<file path="src/rtl/mult_eval_sequencer_if.sv">
// Bus between the exhaustive multiplier sequencer and its surroundings:
// the multiplier operand/product lines plus the sweep control and verdict.
interface mult_eval_sequencer_if #(
    parameter int WIDTH = 2
);
    // start is taken only while the sequencer is idle (busy low); once taken, busy
    // stays high through the done pulse and results hold until the next accepted start.
    logic                 start;
    logic                 busy;
    logic                 done;
    logic                 pass;
    logic [2*WIDTH:0]     err_count;
    logic                 fail_valid;
    logic [WIDTH-1:0]     first_fail_a;
    logic [WIDTH-1:0]     first_fail_b;
    logic [2*WIDTH-1:0]   first_fail_p;
    logic [WIDTH-1:0]     dut_a;
    logic [WIDTH-1:0]     dut_b;
    logic [2*WIDTH-1:0]   dut_p;

    modport master (
        input  start, dut_p,
        output busy, done, pass, err_count, fail_valid,
               first_fail_a, first_fail_b, first_fail_p, dut_a, dut_b
    );

    modport slave (
        output start, dut_p,
        input  busy, done, pass, err_count, fail_valid,
               first_fail_a, first_fail_b, first_fail_p, dut_a, dut_b
    );
endinterface

</file>
<file path="src/rtl/mult_eval_sequencer.sv">
// Drives every operand pair into a combinational multiplier, samples the product
// after SETTLE cycles and reports an error count plus the first failing vector.
module mult_eval_sequencer #(
    parameter int WIDTH  = 2,
    parameter int SETTLE = 1
) (
    input  logic                  clk,
    input  logic                  rst,
    mult_eval_sequencer_if.master bus,
    output logic [1:0]            dbg_state
);
    localparam int PW = 2 * WIDTH;
    localparam int EW = PW + 1;
    localparam int SW = (SETTLE > 1) ? $clog2(SETTLE) : 1;
    localparam logic [SW-1:0] SETTLE_LAST = SW'(SETTLE - 1);
    localparam logic [PW-1:0] IDX_LAST    = '1;

    typedef enum logic [1:0] {
        IDLE  = 2'd0,
        APPLY = 2'd1,
        CHECK = 2'd2,
        FIN   = 2'd3
    } state_t;

    state_t          state;
    logic [PW-1:0]   idx;
    logic [PW-1:0]   idx_next;
    logic [SW-1:0]   settle_cnt;
    logic [PW-1:0]   ref_p;
    logic            mismatch;
    logic [EW-1:0]   err_inc;

    // Operands are zero-extended first so the reference product loses no bits.
    always_comb begin
        ref_p    = PW'(bus.dut_a) * PW'(bus.dut_b);
        mismatch = (bus.dut_p != ref_p);
        err_inc  = bus.err_count + EW'(mismatch);
        idx_next = idx + PW'(1);
    end

    assign dbg_state = state;

    always_ff @(posedge clk) begin
        if (rst) begin
            state            <= IDLE;
            idx              <= '0;
            settle_cnt       <= '0;
            bus.dut_a        <= '0;
            bus.dut_b        <= '0;
            bus.busy         <= 1'b0;
            bus.done         <= 1'b0;
            bus.pass         <= 1'b0;
            bus.err_count    <= '0;
            bus.fail_valid   <= 1'b0;
            bus.first_fail_a <= '0;
            bus.first_fail_b <= '0;
            bus.first_fail_p <= '0;
        end else begin
            case (state)
                IDLE: begin
                    if (bus.start) begin
                        idx              <= '0;
                        settle_cnt       <= '0;
                        bus.dut_a        <= '0;
                        bus.dut_b        <= '0;
                        bus.busy         <= 1'b1;
                        bus.pass         <= 1'b0;
                        bus.err_count    <= '0;
                        bus.fail_valid   <= 1'b0;
                        bus.first_fail_a <= '0;
                        bus.first_fail_b <= '0;
                        bus.first_fail_p <= '0;
                        state            <= APPLY;
                    end
                end
                APPLY: begin
                    if (settle_cnt == SETTLE_LAST) begin
                        settle_cnt <= '0;
                        state      <= CHECK;
                    end else begin
                        settle_cnt <= settle_cnt + SW'(1);
                    end
                end
                CHECK: begin
                    if (mismatch) begin
                        bus.err_count <= err_inc;
                        if (!bus.fail_valid) begin
                            bus.fail_valid   <= 1'b1;
                            bus.first_fail_a <= bus.dut_a;
                            bus.first_fail_b <= bus.dut_b;
                            bus.first_fail_p <= bus.dut_p;
                        end
                    end
                    // The verdict uses this vector's count so pass is already valid in FIN.
                    if (idx == IDX_LAST) begin
                        bus.done <= 1'b1;
                        bus.pass <= (err_inc == '0);
                        state    <= FIN;
                    end else begin
                        idx       <= idx_next;
                        bus.dut_a <= idx_next[WIDTH-1:0];
                        bus.dut_b <= idx_next[PW-1:WIDTH];
                        state     <= APPLY;
                    end
                end
                FIN: begin
                    bus.done  <= 1'b0;
                    bus.busy  <= 1'b0;
                    bus.dut_a <= '0;
                    bus.dut_b <= '0;
                    state     <= IDLE;
                end
                default: state <= IDLE;
            endcase
        end
    end
endmodule

</file>
<file path="src/flat_wrapper.sv">
// flat-port wrapper written by rule: the top's interface ports become plain ports
module mult_eval_sequencer_flat 
#(
    parameter int WIDTH  = 2,
    parameter int SETTLE = 1
)
  (clk, rst, dbg_state, bus_start, bus_dut_p, bus_busy, bus_done, bus_pass, bus_err_count, bus_fail_valid, bus_first_fail_a, bus_first_fail_b, bus_first_fail_p, bus_dut_a, bus_dut_b);
  mult_eval_sequencer_if #(.WIDTH(WIDTH)) bus_i ();
  input  logic clk;
  input  logic rst;
  output logic [1:0] dbg_state;
  input wire logic [$bits(bus_i.start)-1:0] bus_start;
  input wire logic [$bits(bus_i.dut_p)-1:0] bus_dut_p;
  output wire logic [$bits(bus_i.busy)-1:0] bus_busy;
  output wire logic [$bits(bus_i.done)-1:0] bus_done;
  output wire logic [$bits(bus_i.pass)-1:0] bus_pass;
  output wire logic [$bits(bus_i.err_count)-1:0] bus_err_count;
  output wire logic [$bits(bus_i.fail_valid)-1:0] bus_fail_valid;
  output wire logic [$bits(bus_i.first_fail_a)-1:0] bus_first_fail_a;
  output wire logic [$bits(bus_i.first_fail_b)-1:0] bus_first_fail_b;
  output wire logic [$bits(bus_i.first_fail_p)-1:0] bus_first_fail_p;
  output wire logic [$bits(bus_i.dut_a)-1:0] bus_dut_a;
  output wire logic [$bits(bus_i.dut_b)-1:0] bus_dut_b;
  assign bus_i.start = bus_start;
  assign bus_i.dut_p = bus_dut_p;
  assign bus_busy = bus_i.busy;
  assign bus_done = bus_i.done;
  assign bus_pass = bus_i.pass;
  assign bus_err_count = bus_i.err_count;
  assign bus_fail_valid = bus_i.fail_valid;
  assign bus_first_fail_a = bus_i.first_fail_a;
  assign bus_first_fail_b = bus_i.first_fail_b;
  assign bus_first_fail_p = bus_i.first_fail_p;
  assign bus_dut_a = bus_i.dut_a;
  assign bus_dut_b = bus_i.dut_b;
  mult_eval_sequencer #(.WIDTH(WIDTH), .SETTLE(SETTLE)) u_core (.clk(clk), .rst(rst), .bus(bus_i), .dbg_state(dbg_state));
endmodule
</file>
<file path="config.mk">
export PLATFORM = sky130hd
export DESIGN_NAME = mult_eval_sequencer_flat
export DESIGN_NICKNAME = d
export VERILOG_FILES = /design/src/rtl/mult_eval_sequencer_if.sv /design/src/rtl/mult_eval_sequencer.sv /design/src/flat_wrapper.sv
export SDC_FILE = /design/constraint.sdc
export NUM_CORES = 1
export LEC_CHECK = 0
export ABC_AREA = 1
export CAP_MARGIN = 0
export CORE_AREA = 2 2 62 59
export CTS_BUF_LIST = sky130_fd_sc_hd__clkbuf_8
export DETAILED_ROUTE_END_ITERATION = 8
export DIE_AREA = 0 0 64 61
export PLACE_DENSITY = 0.7
export SYNTH_ARGS = -nofsm -noshare
export SYNTH_HDL_FRONTEND = slang
export SYNTH_SLANG_ARGS = --single-unit
</file>
<file path="constraint.sdc">
create_clock -name clk -period 6.1 [get_ports clk]
set_input_delay 0.61 -clock clk [delete_from_list [all_inputs] [get_ports clk]]
set_output_delay 0.61 -clock clk [all_outputs]
set_load 0.05 [all_outputs]
</file>
==> flow_summary_export.csv <==
group,metric,value,unit
die,die_w,64,um
finish,fin_nets,241,
global_routing,grt_pass1_wl,5.13,mm
detailed_routing,wl_per_cell,11.3,um
yosys,synth_top_family_by_area,"simple AND/OR/NAND/NOR gates",
worst_setup_path,cp_slowest_cell,"dfxtp_1",
cts,insertion_delay,0.28,ns
detailed_routing,drt_iter0_markers,73,
detailed_routing,drtAntennaViolNets,0,
die,die_area,3900,sq um
finish,final_common_cell,"nand2_1",
worst_setup_path,endpoint_kind,"flop",
finish,design_area,1770,sq um
cts,cts_max_path_buffers,2,
timing,rsz0062_at_grt,"false",
outcome,outcome,"finished, final reports clean",
timing,period_share,42.6,%
global_routing,gr-total-overflow,0,
cts,cts_setup_buffers,0,
detailed_routing,via_per_inst,4.98,
flow_run,maxCapViolations,0,
finish,antennaDiodeCount,0,
worst_setup_path,arrival,2.80,ns
timing,clock_skew,0.00550,ns
finish,synthToLayoutAreaGrowth,25.5,%
die,core_area,3230,sq um
timing,final-hold-violation-count,0,
timing,hold_ws,0.468,ns
place,hpwl,2.20,mm
timing,setup_slack,3.50,ns
worst_setup_path,path_class,"reg2reg",
die,placement_rows,20,
worst_setup_path,required,6.30,ns
yosys,synth_fa_ha_area_share,7.99,%
yosys,synthMuxAreaShare,0,%
yosys,synth-simple-area-share,27.0,%
yosys,avgSynthCellArea,7.15,sq um
cts,clock-sinks,27,
timing,finalCriticalPeriod,2.60,ns
timing,worstMarginPinSlew,0.835,ns
pwr,vdd_drop_max,0.124,mV
global_routing,antenna_found_initial,0,
cts,hold_buffers,0,
yosys,synth_seq_area_share,38.4,%
timing,fin_setup_tns,0,ns
place,routabilityCongestion,0.850,
yosys,ys_types,21,
die,ioPinCount,30,
worst_hold_path,min_path_type,"reg2reg",
worst_setup_path,cpMostUsedCell,"ha_1",
detailed_routing,wl,3.02,mm
pwr,p_leak,0.000723,uW
yosys,syn_area,1410,sq um
detailed_routing,first_pass_iters,4,
yosys,synth_nets,213,
worst_setup_path,cp_cell_sequence,"nand2_1 > inv_1 > ha_1 > ha_1 > inv_1 > nand2_1 > nand2_1 > nor2_1 > nand2_2 > ha_1 > ha_1 > xor2_1 > nor3_1 > nand4_1 > a21oi_1",
global_routing,gr-usage-met3,2.97,%
die,initial_core_util,43.6,%
cts,cts_resized,0,
global_routing,grt_max_degree,24,
pwr,power,470,uW
timing,finalSetupViolCount,0,
timing,slew_headroom,44.1,%
cts,cts_buffers,3,
yosys,syn_inst,197,
global_routing,grt_use_met1,22.3,%
finish,mostFrequentLayoutCells,"44 x nand2_1, 29 x clkdlybuf4s50_1, 27 x a21oi_1, 27 x dfxtp_1, 25 x inv_1",
detailed_routing,drc,0,
worst_setup_path,cp_max_fo,14,
yosys,synth-xor-area-share,1.87,%
yosys,synth_compound_area_share,15.0,%
place,numPortBuffers,29,
cts,path_clk_slew,0.10,ns
timing,fmax,385,MHz
worst_setup_path,startpoint_type,"flop",
cts,cts_tree,"built",
finish,drive_above_1_share,4.91,%
worst_setup_path,worst_path_largest_cell_delay,0.37,ns
timing,maxSlewViolCount,0,
worst_setup_path,crit_buf_inv,2,
yosys,synth-seq-cells,27,
place,dp_slack,3.38,ns
global_routing,grt_use_met2,27.1,%
global_routing,grt_pass1_vias,1204,
pwr,power_per_cell_area,266,nW/um^2
cts,root_buffer,"clkbuf_8",
worst_setup_path,cp_top_family,"adder cells",
detailed_routing,vias,1334,
die,dieHeight,61,um
cts,htreeDepth,1,
global_routing,grt_usage,16.8,%
yosys,ys_warn_count,0,
place,placed_area,1720,sq um
global_routing,grt-busiest-layer,"met2",
finish,fillers,304,
metal layers:
layer	vias up	share of wire (%)
met1	596	52
met2	29	43
li1	704	-
met5	-	0
met4	0	1.8
met3	5	3.7
where the power goes:
part	switching, uW	total (uW)	internal, uW
Sequential	14.4	204	190
Clock	57.7	104	45.9
Combinational	113	162	49.3
Total	185	470	285
worst register-to-register path, cell delays in order, from the launching register on:
cell     delay [ns]
dfxtp_1        0.37
nand2_1        0.09
inv_1          0.04
ha_1           0.20
ha_1           0.29
inv_1          0.04
nand2_1        0.05
nand2_1        0.05
nor2_1         0.16
nand2_2        0.20
ha_1           0.26
ha_1           0.21
xor2_1         0.16
nor3_1         0.15
nand4_1        0.11
a21oi_1        0.15
per-stage QoR:
stage	instances	util [%]
after floorplan	197	-
after global placement	264	53.3
after detailed placement	264	53.3
after CTS	268	54.8
after global routing	268	54.8
final	268	54.8
cell usage after synthesis:
master	instances	area, sq um
nand4_1	13	81.3
nor2_1	15	56.3
inv_2	3	11.3
nor3_1	3	15.0
buf_4	2	15.0
o21ai_4	1	16.3
inv_1	25	93.8
nand3_1	8	40.0
dfxtp_1	27	541
o211ai_1	1	7.51
a21oi_1	27	135
a211oi_1	3	22.5
nand2_2	2	12.5
xor2_1	2	17.5
clkbuf_1	2	7.51
nand2_1	44	165
xnor2_1	1	8.76
ha_1	9	113
nand3_2	1	10.0
buf_2	2	10.0
o21ai_0	6	30.0
final timing paths:
kind	endpoint	slack, ns	startpoint	cells after the start
min reg2reg	u_core.bus.first_fail_b[0]$_SDFFE_PP0P_	0.47	u_core.bus.first_fail_b[0]$_SDFFE_PP0P_	2
max reg2reg	u_core.bus.pass$_SDFFE_PP0P_	3.50	u_core.bus.dut_a[0]$_SDFFE_PP0P_	15
min	u_core.bus.first_fail_b[0]$_SDFFE_PP0P_	0.47	u_core.bus.first_fail_b[0]$_SDFFE_PP0P_	2
max	u_core.bus.pass$_SDFFE_PP0P_	3.50	u_core.bus.dut_a[0]$_SDFFE_PP0P_	15
cell type report:
cell class / count / area, sq um / area share (%)
clock buffer: 3 / 41.3 / 2.34
sequential: 27 / 541 / 30.6
inverter: 28 / 105 / 5.94
clock inverter: 1 / 5.00 / 0.283
multi-input combinational: 136 / 731 / 41.3
tap: 44 / 55.1 / 3.11
timing repair buffer: 29 / 290 / 16.4
logic make-up (layout without fill, tap and decap cells):
family / Yosys count / after routing
buffers and inverters: 34 / 61
XOR/XNOR: 3 / 3
AO/OA/AOI/OAI: 38 / 38
adder cells (fa/ha/maj): 9 / 9
flip-flops: 27 / 27
AND/OR/NAND/NOR: 86 / 86
sequential cells by signal (all words and copies together), names as in the netlist:
| signal | count |
|---|---|
| u_core.dbg_state | 2 |
| u_core.bus.dut_b | 2 |
| u_core.bus.fail_valid | 1 |
| u_core.bus.dut_a | 2 |
| u_core.idx | 4 |
| u_core.bus.pass | 1 |
| u_core.bus.first_fail_p | 4 |
| u_core.bus.done | 1 |
| u_core.bus.first_fail_a | 2 |
| u_core.bus.first_fail_b | 2 |
| u_core.bus.busy | 1 |
| u_core.bus.err_count | 5 |
Note: power is estimated with default switching activity, not from simulation.
